===== src/rtl/irrigation_sequencer.sv =====
// ---------------------------------------------------------------------------
// irrigation_sequencer
//
// Multi-zone irrigation sequencer. Up to ZONES zone requests are served in
// round-robin order; each zone runs for its programmed number of minute
// ticks and drives the shared 2-bit valve code (00 off, 01 sprinkler,
// 10 drip). Hybrid zones switch from sprinkler to drip at SWITCH_MIN on the
// BCD minute clock. The alarm input freezes a running zone (HOLD) and blocks
// new starts.
//
// Optional feature macro: IRRIGATION_RAIN_LOCK_EN
//   When defined, a `rain` input is added. While rain is high no new zone is
//   started; a zone already running finishes normally.
// ---------------------------------------------------------------------------
module irrigation_sequencer #(
    parameter int ZONES      = 4,
    parameter int DUR_W      = 8,
    parameter int SWITCH_MIN = 30
) (
    input  logic                       clk,
    input  logic                       rst_n,
    input  logic                       tick,
    input  logic [3:0]                 ddm,
    input  logic [3:0]                 udm,
    input  logic                       alarm,
`ifdef IRRIGATION_RAIN_LOCK_EN
    input  logic                       rain,
`endif
    input  logic [3*ZONES-1:0]         req,
    input  logic [DUR_W*ZONES-1:0]     dur,
    output logic [1:0]                 coded_irg,
    output logic [$clog2(ZONES)-1:0]   active_zone,
    output logic                       busy,
    output logic                       done
);

    localparam int         ZW          = $clog2(ZONES);
    localparam logic [5:0] SWITCH_MIN6 = 6'(SWITCH_MIN);

    typedef enum logic [2:0] {
        ST_IDLE   = 3'd0,
        ST_SELECT = 3'd1,
        ST_RUN    = 3'd2,
        ST_HOLD   = 3'd3,
        ST_GAP    = 3'd4
    } state_t;

    state_t            state_r;
    logic [DUR_W-1:0]  cnt_r;
    logic [2:0]        mode_r;
    logic [ZW-1:0]     last_r;

    logic [ZONES-1:0]  valid_s;
    logic              any_valid_s;
    logic              start_block_s;
    logic              pick_found_s;
    logic [ZW-1:0]     pick_zone_s;
    logic [2:0]        pick_mode_s;
    logic [DUR_W-1:0]  pick_dur_s;

    // A request field is usable only when exactly one mode bit is set.
    function automatic logic is_onehot3(input logic [2:0] field);
        logic result;
        case (field)
            3'b001:  result = 1'b1;
            3'b010:  result = 1'b1;
            3'b100:  result = 1'b1;
            default: result = 1'b0;
        endcase
        return result;
    endfunction

    // Valve code for a latched mode at the given BCD minute. Any invalid BCD
    // digit counts as "late", so a hybrid zone falls back to drip.
    function automatic logic [1:0] mode_code(input logic [2:0] mode,
                                             input logic [3:0] tens,
                                             input logic [3:0] units);
        logic [5:0] minute;
        logic       late;
        logic [1:0] code;
        minute = ({2'b00, tens} << 3) + ({2'b00, tens} << 1) + {2'b00, units};
        late   = (tens > 4'd5) || (units > 4'd9) || (minute >= SWITCH_MIN6);
        case (mode)
            3'b100:  code = 2'b01;
            3'b010:  code = 2'b10;
            3'b001:  code = late ? 2'b10 : 2'b01;
            default: code = 2'b00;
        endcase
        return code;
    endfunction

    // Per-zone request qualification: one-hot mode and a nonzero duration.
    always_comb begin
        valid_s = {ZONES{1'b0}};
        for (int z = 0; z < ZONES; z++) begin
            valid_s[z] = is_onehot3(req[3*z +: 3]) &&
                         (dur[DUR_W*z +: DUR_W] != {DUR_W{1'b0}});
        end
        any_valid_s = |valid_s;
    end

    // Conditions that forbid starting a new zone.
    always_comb begin
`ifdef IRRIGATION_RAIN_LOCK_EN
        start_block_s = alarm | rain;
`else
        start_block_s = alarm;
`endif
    end

    // Round-robin search: first valid zone after the last one served.
    always_comb begin : pick_search
        logic [ZW-1:0] cand_zone;
        pick_found_s = 1'b0;
        pick_zone_s  = {ZW{1'b0}};
        pick_mode_s  = 3'b000;
        pick_dur_s   = {DUR_W{1'b0}};
        cand_zone    = {ZW{1'b0}};
        for (int i = 1; i <= ZONES; i++) begin
            cand_zone = ZW'((int'(last_r) + i) % ZONES);
            if (!pick_found_s && valid_s[cand_zone]) begin
                pick_found_s = 1'b1;
                pick_zone_s  = cand_zone;
                pick_mode_s  = req[3*int'(cand_zone) +: 3];
                pick_dur_s   = dur[DUR_W*int'(cand_zone) +: DUR_W];
            end else begin
                pick_found_s = pick_found_s;
            end
        end
    end

    // Sequencer FSM with registered valve code, zone, busy and done outputs.
    always_ff @(posedge clk or negedge rst_n) begin
        if (!rst_n) begin
            state_r     <= ST_IDLE;
            cnt_r       <= {DUR_W{1'b0}};
            mode_r      <= 3'b000;
            last_r      <= ZW'(ZONES - 1);
            coded_irg   <= 2'b00;
            active_zone <= {ZW{1'b0}};
            busy        <= 1'b0;
            done        <= 1'b0;
        end else begin
            done <= 1'b0;
            case (state_r)
                ST_IDLE: begin
                    coded_irg <= 2'b00;
                    busy      <= 1'b0;
                    if (!start_block_s && any_valid_s) begin
                        state_r <= ST_SELECT;
                    end else begin
                        state_r <= ST_IDLE;
                    end
                end

                ST_SELECT: begin
                    if (!start_block_s && pick_found_s) begin
                        state_r     <= ST_RUN;
                        active_zone <= pick_zone_s;
                        cnt_r       <= pick_dur_s;
                        mode_r      <= pick_mode_s;
                        coded_irg   <= mode_code(pick_mode_s, ddm, udm);
                        busy        <= 1'b1;
                    end else begin
                        state_r   <= ST_IDLE;
                        coded_irg <= 2'b00;
                        busy      <= 1'b0;
                    end
                end

                ST_RUN: begin
                    if (alarm) begin
                        // Alarm beats a coincident tick: the count is frozen.
                        state_r   <= ST_HOLD;
                        coded_irg <= 2'b00;
                        busy      <= 1'b1;
                    end else if (!valid_s[active_zone]) begin
                        // Request withdrawn: end early without done.
                        state_r   <= ST_GAP;
                        last_r    <= active_zone;
                        coded_irg <= 2'b00;
                        busy      <= 1'b0;
                    end else if (tick) begin
                        cnt_r <= cnt_r - DUR_W'(1);
                        if (cnt_r == DUR_W'(1)) begin
                            state_r   <= ST_GAP;
                            last_r    <= active_zone;
                            done      <= 1'b1;
                            coded_irg <= 2'b00;
                            busy      <= 1'b0;
                        end else begin
                            state_r   <= ST_RUN;
                            coded_irg <= mode_code(mode_r, ddm, udm);
                            busy      <= 1'b1;
                        end
                    end else begin
                        state_r   <= ST_RUN;
                        coded_irg <= mode_code(mode_r, ddm, udm);
                        busy      <= 1'b1;
                    end
                end

                ST_HOLD: begin
                    busy <= 1'b1;
                    if (alarm) begin
                        state_r   <= ST_HOLD;
                        coded_irg <= 2'b00;
                    end else begin
                        state_r   <= ST_RUN;
                        coded_irg <= mode_code(mode_r, ddm, udm);
                    end
                end

                ST_GAP: begin
                    // Single break-before-make cycle between valves.
                    coded_irg <= 2'b00;
                    busy      <= 1'b0;
                    if (alarm) begin
                        state_r <= ST_IDLE;
                    end else begin
                        state_r <= ST_SELECT;
                    end
                end

                default: begin
                    state_r   <= ST_IDLE;
                    coded_irg <= 2'b00;
                    busy      <= 1'b0;
                end
            endcase
        end
    end

endmodule


===== config.mk =====
export PLATFORM = sky130hd
export DESIGN_NAME = irrigation_sequencer
export DESIGN_NICKNAME = d
export VERILOG_FILES = /design/src/rtl/irrigation_sequencer.sv
export SDC_FILE = /design/constraint.sdc
export NUM_CORES = 1
export LEC_CHECK = 0
export BUFFER_PORTS_ARGS = -buffer_cell sky130_fd_sc_hd__buf_2
export CAP_MARGIN = 30
export CELL_PAD_IN_SITES_DETAIL_PLACEMENT = 1
export CELL_PAD_IN_SITES_GLOBAL_PLACEMENT = 1
export CORE_UTILIZATION = 35
export DETAILED_ROUTE_END_ITERATION = 12
export GPL_TIMING_DRIVEN = 0
export PLACE_DENSITY_LB_ADDON = 0.1
export SLEW_MARGIN = 20
export SYNTH_ARGS = -nofsm -noshare
export SYNTH_HDL_FRONTEND = slang
export SYNTH_SLANG_ARGS = --single-unit

===== constraint.sdc =====
create_clock -name clk -period 2.4 [get_ports clk]
set_clock_uncertainty 0.2 [all_clocks]
set_input_delay 0.48 -clock clk [delete_from_list [all_inputs] [get_ports clk]]
set_output_delay 0.48 -clock clk [all_outputs]
set_load 0.05 [all_outputs]

==> summary.md <==
| Metric | Value |
|---|---|
| DR vias/cell | `6.10` |
| Mapped Cells | `395` |
| ANT cells | `0` |
| Die area | `0.00940 mm²` |
| Average cell area after synthesis | `7.99 µm²` |
| Crit Path Class | `primary input to register` |
| Vias in the first global route | `about 4000` |
| Min-delay worst type | `primary input to register` |
| Synth cell types | `75` |
| CTS tree | `built` |
| Fraction of layout cells with a size suffix above 1 | `44.5%` |
| Via count | `3725` |
| Crit share post-route | `116%` |
| Largest net degree at the start of global routing | `23` |
| Int Pwr | `approximately 2.4 mW` |
| Pre-CTS setup slack | `-1060 ps` |
| Grt ovf | `0` |
| LEAKAGE | `1.93 nW` |
| Setup WS post-layout | `-384 ps` |
| DRC Markers | `0` |
| Ys flop type | `dfrtp_1` |
| Clk Tree Root Cell | `clkbuf_8` |
| GRT Overall Usage | `27.2%` |
| Routability-driven placement congestion ratio | `between 0.9 and 1` |
| Overall power | `4.96 mW` |
| Placed cell area | `0.00367 mm²` |
| Final Hold Fails | `0` |
| Port bufs | `60` |
| Setup-failing EPs final | `20` |
| Status | `finished with violations` |
| Ports | `between 60 and 70` |
| Clock sinks | `22` |
| Starting Density | `36.2%` |
| Yosys reg bits | `22` |
| CP Capture Type | `register` |
| Slew @ Worst Pin | `between 700 and 800 ps` |
| H-tree depth | `1` |
| Initial antenna violation count | `0` |
| CTS max path bufs | `2` |
| Slew Viols, Final | `0` |
| Post-synth EDFFs | `0` |
| Worst hold slack | `roughly 300 ps` |
| Worst ir drop on vdd | `about 600 µV` |
| First-pass GRT wire length | `approximately 21 mm` |
| CTS Buf Count | `3` |
| Routed Antenna Nets | `0` |
| Setup crit start kind | `primary input` |
| DP HPWL | `8.99 mm` |
| Multi-input gate area | `0.00287 mm²` |
| Net load switching power | `2.56 mW` |
| Switch share | `51.6%` |
| Synth warnings | `0` |
| Post-synth ARST share | `100%` |
| Routed WL per cell | `roughly 22 µm` |
| Core Area | `0.00872 mm²` |
| Seq pwr share | `roughly 14%` |
| Min Tclk post-route | `between 2000 and 3000 ps` |
| Synthesized Nets | `461` |
| Synthesized area | `about 0.0032 mm²` |
| Number of fillers in the final layout | `between 1000 and 1500` |
| Crit Path Max Fanout | `5` |
| Number of DRC markers in iteration 0 | `160` |
| Register Area | `about 550 µm²` |
| Clock Power Share | `under 10%` |
| Clock-pin slew on the worst setup and hold paths | `80 ps` |
| Overall routed net length | `roughly 13 mm` |
| Die height | `97.0 µm` |
| Pwr dens | `about 1100 mW/mm²` |
| Nets | `570` |
| Rel. slew slack | `roughly half` |
| Failing checks | `setup timing` |
| Worst endpoint required time | `2400 ps` |
| Comb pwr share | `80.5%` |
| Area Growth Syn to Fin | `48.5%` |
| CP arrival | `around 2800 ps` |
| FMAX | `359 MHz` |
| RSZ-0062 raised after global routing | `true` |
| Row cnt | `34` |
| Max-cap violations | `0` |
| Pre-Repair DR Iteration Count | `4` |
| Sequential fraction of the synthesis area | `about 18%` |
| Fin Setup TNS | `-5610 ps` |
| Post-route cell area | `0.00469 mm²` |
| Die W | `approximately 97 µm` |
| Clk Latency, worst-skew pair | `260 ps` |
-- critical path, stage by stage --
cell      delay (ps)
buf_2            130
nor4_4           340
nand2_2          140
and2_1           210
or4_1            490
a32o_2           300
buf_12           150
buf_16           130
o221ai_2         160
a22oi_2          110
o21ai_1          130
-- power by group through the flow --
stage | Sequential, mW | Clock, mW | Combinational (mW)
after floorplan | 0.772 | 0 | 2.08
after global routing | 0.718 | 0.292 | 4.26
after global placement | 0.680 | 0 | 2.93
final | 0.695 | 0.273 | 3.99
after detailed placement | 0.684 | 0 | 2.99
after CTS | 0.683 | 0.279 | 3.59
-- sequential cells by signal, indices dropped and copies added, names as in the netlist --
name and count:
done 1, active_zone 2, mode_r 3, last_r 2, coded_irg 2, busy 1
cnt_r 8, state_r 3
-- synthesized netlist by cell type, types with 5 or more instances --
master	count	area share, %
nand2_1	44	5.2
a21oi_1	30	4.8
nor2_1	29	3.4
o22ai_1	27	5.4
o21ai_0	26	4.1
mux2i_1	23	7.3
dfrtp_1	20	16
inv_1	18	2.1
mux2_2	14	5.0
clkbuf_1	10	1.2
nor3_1	9	1.4
ha_1	8	3.2
mux4_2	7	5.0
nor4_1	7	1.4
buf_1	6	0.71
o21ai_1	6	0.95
o221ai_1	6	1.7
nand2b_1	5	0.99
nor2b_1	5	0.99
or3_1	5	0.99
-- kinds of logic after synthesis --
| group | Yosys count | synth area share [%] |
|---|---|---|
| AOI/OAI and AO/OA | 136 | 30.2 |
| and+or+nand+nor | 134 | 22.5 |
| muxes | 46 | 18.0 |
| buffers and inverters | 40 | 5.39 |
| DFF | 22 | 17.5 |
| adders and majority gates | 10 | 4.44 |
| xor gates and xnor gates | 7 | 1.94 |
-- path summary, 6_finish.rpt --
kind	from	endpoint	slack, ps	depth (start not counted)
worst min register to register	mode_r[1]	mode_r[1]	350	2
max in group asynchronous	rst_n	last_r[1]	1130	2
worst min-delay path	alarm	done	300	2
worst max register to register	last_r[0]	coded_irg[0]	-230	9
min in group asynchronous	rst_n	coded_irg[1]	510	2
worst max-delay path	dur[28]	cnt_r[5]	-380	11
-- repair_timing --
action,4_1_cts,5_1_grt
endpoints found under the hold margin,20,0
hold buffers,1,0
setup endpoints to repair,19,21
buffers inserted,23,18
resized for setup,77,59
pin swaps,31,24
cloned,2,1
-- cell usage in the layout (no fill, tap or decap), types with 3 or more instances in the layout --
cell type  instances
buf_2             48
nand2_1           39
buf_4             36
nor2_1            28
a21oi_1           25
mux2i_1           23
dfrtp_1           20
o21ai_0           19
buf_6             17
o22ai_1           17
inv_1             16
mux2_2            14
ha_1               8
o21ai_1            7
mux4_2             7
nor3_1             7
clkbuf_4           6
nand2b_1           5
o22ai_2            5
buf_8              5
a21oi_2            5
o22ai_4            5
or3_1              5
nand2_2            4
nor4_4             4
clkbuf_1           4
nor2b_1            4
clkbuf_8           4
buf_12             4
nor4_2             3
o21ai_4            3
nand3b_1           3
nand3_1            3
o31ai_1            3
o221ai_1           3
clkbuf_2           3
o211ai_1           3
o21ai_2            3
o221ai_2           3
nor3_4             3
-- per-layer routing --
| layer | up-vias | GRT usage, % | part of all wire (%) |
|---|---|---|---|
| li1 | 1729 | - | - |
| met1 | 1868 | 35.1 | 44 |
| met2 | 106 | 47.5 | 50 |
| met3 | 22 | 2.60 | 4.4 |
| met4 | 0 | 9.07 | 1.8 |
| met5 | - | 0 | 0 |
-- metrics by stage --
stage                     cells  util (%)
after floorplan             395         -
after global placement      563      42.1
after detailed placement    563      42.1
after CTS                   592      49.3
after global routing        611      53.7
final                       611      53.7
-- cell type report --
class,instances,area share (%)
Tap cell,108,2.88
Clock buffer,4,1.17
Inverter,18,1.60
Multi-Input combinational cell,333,61.3
Timing Repair Buffer,105,18.0
Sequential cell,22,11.8
Buffer,21,3.26
No activity file was read; power rests on OpenSTA's default activity.
